`src/rtl/lat_unroll_seq_if.sv`:
```
// lat_unroll_seq_if
// Bundle/handshake bundle between the fetch stage, the loop address table,
// the interpretor buffer and the loop-unroll dispatch sequencer.
//
// Handshake: a fetch bundle is transferred on a cycle where bundle_vld_in and
// ds_rdy_in are both high ("accept"). Neither side may make valid depend on
// ready. The sequencer never drives a ready of its own. It only shapes the
// lane mask and the fetch stall toward IF.
//
// Signals (sequencer view, modport slave):
//   pc_in[63:0]              in   4 lane PCs, lane0=[63:48] .. lane3=[15:0]
//   bundle_vld_in            in   fetch bundle valid
//   ds_rdy_in                in   interpretor accepts bundle this cycle
//   hit_in                   in   loop table hit on lane0
//   hit_fallthru_in[15:0]    in   fallthrough address of the hit entry
//   hit_num_insts_in[6:0]    in   loop body length
//   hit_max_unroll_in[6:0]   in   iteration limit
//   buf_pop_in[2:0]          in   instructions retired from interpretor buffer
//   mis_pred_in              in   mispredict flush
//   lbd_state_out[1:0]       out  sequencer state
//   inst_valid_out[3:0]      out  lane valid mask, bit3 = lane0
//   stll_ftch_out            out  stall fetch
//   fnsh_unrll_out           out  unroll-complete pulse
//   lp_err_out               out  body-length mismatch pulse
//   iter_cnt_out[6:0]        out  completed iterations
interface lat_unroll_seq_if;
  logic [63:0] pc_in;
  logic        bundle_vld_in;
  logic        ds_rdy_in;
  logic        hit_in;
  logic [15:0] hit_fallthru_in;
  logic [6:0]  hit_num_insts_in;
  logic [6:0]  hit_max_unroll_in;
  logic [2:0]  buf_pop_in;
  logic        mis_pred_in;
  logic [1:0]  lbd_state_out;
  logic [3:0]  inst_valid_out;
  logic        stll_ftch_out;
  logic        fnsh_unrll_out;
  logic        lp_err_out;
  logic [6:0]  iter_cnt_out;

  modport master (
    output pc_in, bundle_vld_in, ds_rdy_in, hit_in, hit_fallthru_in,
           hit_num_insts_in, hit_max_unroll_in, buf_pop_in, mis_pred_in,
    input  lbd_state_out, inst_valid_out, stll_ftch_out, fnsh_unrll_out,
           lp_err_out, iter_cnt_out
  );

  modport slave (
    input  pc_in, bundle_vld_in, ds_rdy_in, hit_in, hit_fallthru_in,
           hit_num_insts_in, hit_max_unroll_in, buf_pop_in, mis_pred_in,
    output lbd_state_out, inst_valid_out, stll_ftch_out, fnsh_unrll_out,
           lp_err_out, iter_cnt_out
  );
endinterface

```
`src/rtl/lat_unroll_seq.sv`:
```
// lat_unroll_seq
// Loop-unroll dispatch sequencer for the 4-wide front end. After the loop
// address table hits on lane0 of an accepted bundle, it counts body
// instructions and iterations, drives the per-lane valid mask and the fetch
// stall, and reports completion or a body-length mismatch.
//
// Ports:
//   clk   clock, all state on posedge
//   rst   synchronous active-low reset
//   bus   lat_unroll_seq_if.slave (see interface file for the signal list)
//
// Parameters:
//   BUF_DEPTH  interpretor buffer capacity in instructions (power of two, <= 64)
//
// Configuration macro:
//   LAT_SEQ_OVF_STALL_EN  when defined, a slot counter tracks buffer occupancy,
//                         drives stll_ftch_out and holds DRAIN until the
//                         buffer is empty. When undefined, buf_pop_in is
//                         ignored, stll_ftch_out is 0 and DRAIN lasts one cycle.
//
// State encoding is visible on lbd_state_out: 00 IDLE, 01 UNROLL, 10 DRAIN;
// 11 is unreachable and behaves as IDLE.
module lat_unroll_seq #(
  parameter int BUF_DEPTH = 64
) (
  input  logic           clk,
  input  logic           rst,
  lat_unroll_seq_if.slave bus
);

  typedef enum logic [1:0] {
    S_IDLE   = 2'b00,
    S_UNROLL = 2'b01,
    S_DRAIN  = 2'b10,
    S_UNUSED = 2'b11
  } state_t;

  state_t      state_q, state_d;
  logic [15:0] fallthru_q, fallthru_d;
  logic [6:0]  num_insts_q, num_insts_d;
  logic [6:0]  max_unroll_q, max_unroll_d;
  logic [6:0]  body_q, body_d;
  logic [6:0]  iter_q, iter_d;
  logic        fnsh_q, fnsh_d;
  logic        err_q, err_d;
  logic        drain_done;

  logic        accept, in_idle, in_unroll, in_drain;
  logic        start, limit_pend, cnt_en;
  logic [15:0] ft_eff, end_pc;
  logic [3:0]  end_hit;
  logic        end_found;
  logic [1:0]  end_lane;
  logic [2:0]  n_valid;
  logic [6:0]  ni_eff, mu_eff, body_base, iter_base, body_sum, iter_inc;
  logic [3:0]  mask;

`ifdef LAT_SEQ_OVF_STALL_EN
  localparam logic [7:0] BUF_MAX  = 8'(BUF_DEPTH);
  localparam logic [7:0] STALL_TH = 8'(BUF_DEPTH - 4);
  logic [6:0] slot_q, slot_d;
  logic [2:0] slot_add;
  logic [7:0] slot_sum, slot_net, slot_clamp;
  logic       stll_q, stll_d;
`else
  logic       unused_pop;
  assign unused_pop = ^bus.buf_pop_in;
`endif

  // Bundle decode, end-lane search and counter arithmetic.
  always_comb begin
    accept    = bus.bundle_vld_in & bus.ds_rdy_in;
    in_unroll = (state_q == S_UNROLL);
    in_drain  = (state_q == S_DRAIN);
    in_idle   = !in_unroll && !in_drain;   // also covers the unused code

    // The hit bundle itself is handled with unroll rules using the table's
    // live outputs, since nothing has been captured yet.
    start     = in_idle & accept & bus.hit_in;
    ft_eff    = start ? bus.hit_fallthru_in   : fallthru_q;
    ni_eff    = start ? bus.hit_num_insts_in  : num_insts_q;
    mu_eff    = start ? bus.hit_max_unroll_in : max_unroll_q;
    body_base = start ? 7'd0 : body_q;
    iter_base = start ? 7'd0 : iter_q;

    // The last body instruction sits at fallthru - 1 (16-bit wrap).
    end_pc  = ft_eff - 16'd1;
    end_hit = {bus.pc_in[63:48] == end_pc, bus.pc_in[47:32] == end_pc,
               bus.pc_in[31:16] == end_pc, bus.pc_in[15:0]  == end_pc};
    end_found = |end_hit;
    if      (end_hit[3]) end_lane = 2'd0;
    else if (end_hit[2]) end_lane = 2'd1;
    else if (end_hit[1]) end_lane = 2'd2;
    else                 end_lane = 2'd3;

    n_valid = end_found ? ({1'b0, end_lane} + 3'd1) : 3'd4;

    // A hit that exhausts the limit in the hit bundle itself still enters
    // UNROLL; the next cycle sees iter == max and moves on to DRAIN without
    // counting further bundles.
    limit_pend = in_unroll & (iter_q == max_unroll_q);
    cnt_en     = accept & (start | (in_unroll & !limit_pend));
    body_sum   = body_base + {4'd0, n_valid};
    iter_inc   = iter_base + 7'd1;

    mask = 4'b1111;
    if ((start || in_unroll) && end_found)
      mask = 4'b1111 << (2'd3 - end_lane);
    bus.inst_valid_out = mask;
  end

`ifdef LAT_SEQ_OVF_STALL_EN
  // Buffer occupancy: instructions sent during unroll minus retirements,
  // saturating at both ends.
  always_comb begin
    slot_add   = (accept && (start || in_unroll)) ? n_valid : 3'd0;
    slot_sum   = {1'b0, slot_q} + {5'd0, slot_add};
    slot_net   = slot_sum - {5'd0, bus.buf_pop_in};
    slot_clamp = slot_net;
    if (slot_sum < {5'd0, bus.buf_pop_in}) slot_clamp = 8'd0;
    else if (slot_net > BUF_MAX)           slot_clamp = BUF_MAX;
    slot_d = bus.mis_pred_in ? 7'd0 : slot_clamp[6:0];
    // Downstream absorbs up to 4 more instructions after the stall is seen.
    stll_d = (state_d == S_UNROLL) && ({1'b0, slot_d} > STALL_TH);
    drain_done = (slot_q == 7'd0);
  end
  assign bus.stll_ftch_out = stll_q;
`else
  assign drain_done        = 1'b1;
  assign bus.stll_ftch_out = 1'b0;
`endif

  // Next-state logic. Priority: mispredict > length error > iteration limit.
  always_comb begin
    state_d      = in_idle ? S_IDLE : state_q;
    fallthru_d   = fallthru_q;
    num_insts_d  = num_insts_q;
    max_unroll_d = max_unroll_q;
    body_d       = body_q;
    iter_d       = iter_q;
    fnsh_d       = 1'b0;
    err_d        = 1'b0;

    if (bus.mis_pred_in) begin
      state_d = S_IDLE;
      body_d  = 7'd0;
      iter_d  = 7'd0;
    end else begin
      if (start) begin
        fallthru_d   = bus.hit_fallthru_in;
        num_insts_d  = bus.hit_num_insts_in;
        max_unroll_d = bus.hit_max_unroll_in;
        body_d       = 7'd0;
        iter_d       = 7'd0;
        state_d      = S_UNROLL;
      end
      if (limit_pend) begin
        state_d = S_DRAIN;
      end else if (cnt_en) begin
        body_d = body_sum;
        if (end_found) begin
          if (body_sum != ni_eff) begin
            err_d   = 1'b1;
            state_d = S_IDLE;
          end else begin
            iter_d = iter_inc;
            body_d = 7'd0;
            if (!start && (iter_inc == mu_eff)) state_d = S_DRAIN;
          end
        end
      end
      if (in_drain && drain_done) begin
        state_d = S_IDLE;
        fnsh_d  = 1'b1;
      end
    end
  end

  always_ff @(posedge clk) begin
    if (!rst) begin
      state_q      <= S_IDLE;
      fallthru_q   <= 16'd0;
      num_insts_q  <= 7'd0;
      max_unroll_q <= 7'd0;
      body_q       <= 7'd0;
      iter_q       <= 7'd0;
      fnsh_q       <= 1'b0;
      err_q        <= 1'b0;
`ifdef LAT_SEQ_OVF_STALL_EN
      slot_q       <= 7'd0;
      stll_q       <= 1'b0;
`endif
    end else begin
      state_q      <= state_d;
      fallthru_q   <= fallthru_d;
      num_insts_q  <= num_insts_d;
      max_unroll_q <= max_unroll_d;
      body_q       <= body_d;
      iter_q       <= iter_d;
      fnsh_q       <= fnsh_d;
      err_q        <= err_d;
`ifdef LAT_SEQ_OVF_STALL_EN
      slot_q       <= slot_d;
      stll_q       <= stll_d;
`endif
    end
  end

  assign bus.lbd_state_out  = state_q;
  assign bus.iter_cnt_out   = iter_q;
  assign bus.fnsh_unrll_out = fnsh_q;
  assign bus.lp_err_out     = err_q;

endmodule

```
`src/flat_wrapper.sv`:
```
// flat-port wrapper written by rule: the top's interface ports become plain ports
module lat_unroll_seq_flat 
#(
  parameter int BUF_DEPTH = 64
)
  (clk, rst, bus_pc_in, bus_bundle_vld_in, bus_ds_rdy_in, bus_hit_in, bus_hit_fallthru_in, bus_hit_num_insts_in, bus_hit_max_unroll_in, bus_buf_pop_in, bus_mis_pred_in, bus_lbd_state_out, bus_inst_valid_out, bus_stll_ftch_out, bus_fnsh_unrll_out, bus_lp_err_out, bus_iter_cnt_out);
  lat_unroll_seq_if bus_i ();
  input  logic clk;
  input  logic rst;
  input wire logic [$bits(bus_i.pc_in)-1:0] bus_pc_in;
  input wire logic [$bits(bus_i.bundle_vld_in)-1:0] bus_bundle_vld_in;
  input wire logic [$bits(bus_i.ds_rdy_in)-1:0] bus_ds_rdy_in;
  input wire logic [$bits(bus_i.hit_in)-1:0] bus_hit_in;
  input wire logic [$bits(bus_i.hit_fallthru_in)-1:0] bus_hit_fallthru_in;
  input wire logic [$bits(bus_i.hit_num_insts_in)-1:0] bus_hit_num_insts_in;
  input wire logic [$bits(bus_i.hit_max_unroll_in)-1:0] bus_hit_max_unroll_in;
  input wire logic [$bits(bus_i.buf_pop_in)-1:0] bus_buf_pop_in;
  input wire logic [$bits(bus_i.mis_pred_in)-1:0] bus_mis_pred_in;
  output wire logic [$bits(bus_i.lbd_state_out)-1:0] bus_lbd_state_out;
  output wire logic [$bits(bus_i.inst_valid_out)-1:0] bus_inst_valid_out;
  output wire logic [$bits(bus_i.stll_ftch_out)-1:0] bus_stll_ftch_out;
  output wire logic [$bits(bus_i.fnsh_unrll_out)-1:0] bus_fnsh_unrll_out;
  output wire logic [$bits(bus_i.lp_err_out)-1:0] bus_lp_err_out;
  output wire logic [$bits(bus_i.iter_cnt_out)-1:0] bus_iter_cnt_out;
  assign bus_i.pc_in = bus_pc_in;
  assign bus_i.bundle_vld_in = bus_bundle_vld_in;
  assign bus_i.ds_rdy_in = bus_ds_rdy_in;
  assign bus_i.hit_in = bus_hit_in;
  assign bus_i.hit_fallthru_in = bus_hit_fallthru_in;
  assign bus_i.hit_num_insts_in = bus_hit_num_insts_in;
  assign bus_i.hit_max_unroll_in = bus_hit_max_unroll_in;
  assign bus_i.buf_pop_in = bus_buf_pop_in;
  assign bus_i.mis_pred_in = bus_mis_pred_in;
  assign bus_lbd_state_out = bus_i.lbd_state_out;
  assign bus_inst_valid_out = bus_i.inst_valid_out;
  assign bus_stll_ftch_out = bus_i.stll_ftch_out;
  assign bus_fnsh_unrll_out = bus_i.fnsh_unrll_out;
  assign bus_lp_err_out = bus_i.lp_err_out;
  assign bus_iter_cnt_out = bus_i.iter_cnt_out;
  lat_unroll_seq #(.BUF_DEPTH(BUF_DEPTH)) u_core (.clk(clk), .rst(rst), .bus(bus_i));
endmodule
```
`config.mk`:
```
export PLATFORM = sky130hd
export DESIGN_NAME = lat_unroll_seq_flat
export DESIGN_NICKNAME = d
export VERILOG_FILES = /design/src/rtl/lat_unroll_seq_if.sv /design/src/rtl/lat_unroll_seq.sv /design/src/flat_wrapper.sv
export SDC_FILE = /design/constraint.sdc
export NUM_CORES = 1
export LEC_CHECK = 0
export CORE_MARGIN = 2
export CORE_UTILIZATION = 28
export DETAILED_ROUTE_END_ITERATION = 8
export GPL_TIMING_DRIVEN = 0
export SYNTH_ARGS = -nofsm -noshare
export SYNTH_HDL_FRONTEND = slang
export SYNTH_SLANG_ARGS = --single-unit
export TNS_END_PERCENT = 50
```
`constraint.sdc`:
```
create_clock -name clk -period 10.38 [get_ports clk]
set_input_delay 2.076 -clock clk [delete_from_list [all_inputs] [get_ports clk]]
set_output_delay 2.076 -clock clk [all_outputs]
set_load 0.02 [all_outputs]
```
==> metrics.yaml <==
place_congestion: 0.9281
tns_ps: 0
yosys_register_bits: 48
r2r_setup_slack_ps: 2190
maxCapViolations: 0
path_class: "input pin to output pin"
synth_top_area_share_pct: 19.32
ys.flop_type: "dfxtp_1"
initial_core_util_pct: 28.65
antenna_found_initial: 0
die_area_um2: 18840
hold_path_depth: 2
clkTransAtPathRegs_ps: 60
cts_sinks: 48
p_int_w: 0.0004001
wl_per_cell_um: 17.54
drive_gt1_share_pct: 8.791
clk_path_buf_depth: 2
wl_met1_um: 7725
power_w: 0.0005852
area_delta_synth_final_pct: 32.58
post_dp_cell_area_um2: 6366
fp.dieW_um: 137.3
hp-start: "u_core.num_insts_q[5]"
ant_nets: 0
multiInputGateArea_um2: 3832
grt-ovfl-total: 0
io_buffers: 111
finalClockSkew_ps: 8.015
crit_required_ps: 8300
cts_tree: "yes"
num_rows: 48
crit_path_start_kind: "input pin"
coreArea_um2: 17360
p_leak_nw: 2.349
whs_ps: 461.8
synthTopCellsByArea: "dfxtp_1 (19%), xnor2_1 (10%), nand2_1 (6.7%)"
path_depth: 22
seqPwrFrac_pct: 32.3
fmax_mhz: 101.6
drt-pass1-iter-count: 5
syn_avg_cell_area_um2: 8.167
io_pins: 119
cpPeakStageDelay_ps: 570
diodes: 0
grt_first_pass_wirelength_um: 25470
crit_arrival_ps: 7770
synth_top_cell_by_area: "dfxtp_1"
cp_max_fo: 10
worst_slew_pin_slew_ps: 1067
switching_power_w: 0.0001852
final_nets: 841
hold_class: "flip-flop to flip-flop"
period_share_pct: 94.82
irDropWorstVdd_uv: 83.51
synth-async-reset-ratio_pct: 0
netlist-cell-type-count: 83
totalWireLength_um: 16720
r2r_end: "u_core.bus.iter_cnt_out[1]"
outcome: "complete, no violations"
syn-num-nets: 722
hold_end: "u_core.num_insts_q[5]"
grt_pass1_vias: 4573
vias: 4876
rsz0062_at_grt: "no"
fin_util_pct: 37.99
rr_worst_depth: 35
grt_max_degree: 15
synth-edff-count: 0
clkLatencyLatePin_ps: 290
slew_viol_final: 0
yosys_warnings: 0
p_sw_share_pct: 31.64
die_y_um: 137.3
synth_area_um2: 4974
cts_made_buffers: 5
end_kind: "output pin"
crit_family: "buffers and inverters"
seq_area_frac_synth_pct: 19.32
netlist_instances: 609
relSlewSlack_pct: 26.86
combPwrFrac_pct: 39.5
cp_common_cell: "buf_4"
pwr-share-clk_pct: 28.2
wl_met2_um: 7354
worst-path-buf-inv: 10
period_needed_ps: 9842
initialDrtViolationCount: 368
finalInstanceArea_um2: 6594
seq_area_um2: 960.9
wl_met3_um: 1239
powerDensity_nw_per_um2: 88.75
cts_max_level: 2
cts_root_buf: "clkbuf_16"
worstPathCellList: "clkdlybuf4s50_1, and4_1, buf_4, buf_6, buf_6, buf_4, buf_4, buf_4, mux2i_1, ha_1, clkbuf_4, nor3b_4, nand3_2, a22oi_4, xor3_1, nand4_1, or4_4, o2bb2a_4, inv_1, ha_1, nand3b_1, clkdlybuf4s50_1"
r2r-start: "u_core.bus.lbd_state_out[0]"
fillers: 1788
crit_path_top_delay_cell: "clkdlybuf4s50_1"
highest_layer: "met4"
dp_hpwl_um: 13470
drc: 0
grt_use_total_pct: 17.55
setup_viol: 0
finalHoldViolCount: 0
avgViaCountPerCell: 5.116
## repair_timing
action	CTS	global route
hold buffers	0	0
endpoints found under the setup margin	19	10
resized for setup	7	10
setup buffers	1	0
pin swaps	1	0
## per-layer routing
metal,vias to the layer above,GRT usage [%]
met4,0,4.868
met5,-,0
li1,2411,-
met1,2251,24.41
met3,26,2.686
met2,188,28.11
## worst max path at each step
stage	from	endpoint	slack, ps
floorplan	bus_hit_in	u_core.bus.iter_cnt_out[4]	1440
global placement	bus_ds_rdy_in	u_core.bus.iter_cnt_out[1]	-1030
detailed placement	bus_ds_rdy_in	u_core.bus.iter_cnt_out[4]	-980
CTS	bus_ds_rdy_in	bus_inst_valid_out[0]	50
global route	bus_ds_rdy_in	u_core.bus.iter_cnt_out[1]	100
finish	bus_ds_rdy_in	bus_inst_valid_out[2]	540
## through the flow
| step | instances | worst slack, ps |
|---|---|---|
| after detailed placement | 945 | -980.4 |
| after global placement | 945 | -1033 |
| after floorplan | 609 | 1443 |
| after CTS | 953 | 48.32 |
| after global routing | 953 | 101.4 |
| final | 953 | 538.2 |
## flip-flops by register name, indices dropped and copies added, names as in the netlist
name / count
u_core.num_insts_q: 7
u_core.fallthru_q: 16
u_core.bus.lbd_state_out: 2
u_core.bus.iter_cnt_out: 7
u_core.bus.fnsh_unrll_out: 1
u_core.max_unroll_q: 7
u_core.body_q: 7
u_core.bus.lp_err_out: 1
## kinds of logic (layout without fill, tap and decap cells)
group / count (synthesis) / in the layout / share of synthesized area, %
AOI/OAI and AO/OA: 128 / 128 / 19.95
xor gates and xnor gates: 108 / 108 / 22.49
adders and majority gates: 10 / 10 / 2.667
buffers and inverters: 46 / 165 / 4.730
DFF: 48 / 48 / 19.32
muxes: 24 / 24 / 4.906
other: 2 / 2 / 0.1510
and+or+nand+nor: 243 / 243 / 25.79
## worst register-to-register path: cells and delay by family, from the launching register on
kind | cells | cell delay, ps
DFF | 1 | 360
AOI/OAI and AO/OA | 7 | 1750
adders and majority gates | 4 | 930
and+or+nand+nor | 9 | 2200
buffers and inverters | 11 | 1930
xor gates and xnor gates | 2 | 520
muxes | 2 | 390
## power by group through the flow
stage | Sequential (W) | Clock [W] | Combinational (W)
floorplan | 0.000193 | 0 | 0.000143
CTS | 0.000189 | 0.000170 | 0.000228
global placement | 0.000193 | 0 | 0.000226
detailed placement | 0.000193 | 0 | 0.000225
finish | 0.000189 | 0.000165 | 0.000231
global route | 0.000189 | 0.000174 | 0.000249
## cell usage in the layout (no fill, tap or decap), types with 18 or more instances in the layout
master / n
nor3_1: 24
nand3_1: 19
dfxtp_1: 48
xnor2_1: 57
mux2i_1: 21
a21boi_0: 30
a21oi_1: 18
xor2_1: 37
clkdlybuf4s50_1: 110
nand2_1: 89
nor2_1: 26
## cells in the mapped netlist, types with 9 or more instances
master	n
nor2_1	26
and3_1	9
nand3_1	20
ha_1	9
nor3_1	24
xnor2_1	57
o21ai_0	18
a21oi_1	18
nand4_1	9
xor2_1	38
dfxtp_1	48
mux2i_1	21
clkbuf_1	17
inv_1	10
nand2_1	89
a21boi_0	30
nor4_1	9
## area by class of cell
type	count	share of cell area, %
clock buffer	6	2.106
timing repair buffer	112	17.00
clock inverter	1	0.1328
sequential	48	14.57
buffer	36	3.226
inverter	10	0.5693
tap	225	4.269
multi-input combinational	515	58.12
Power figures use the tool's default switching activity.
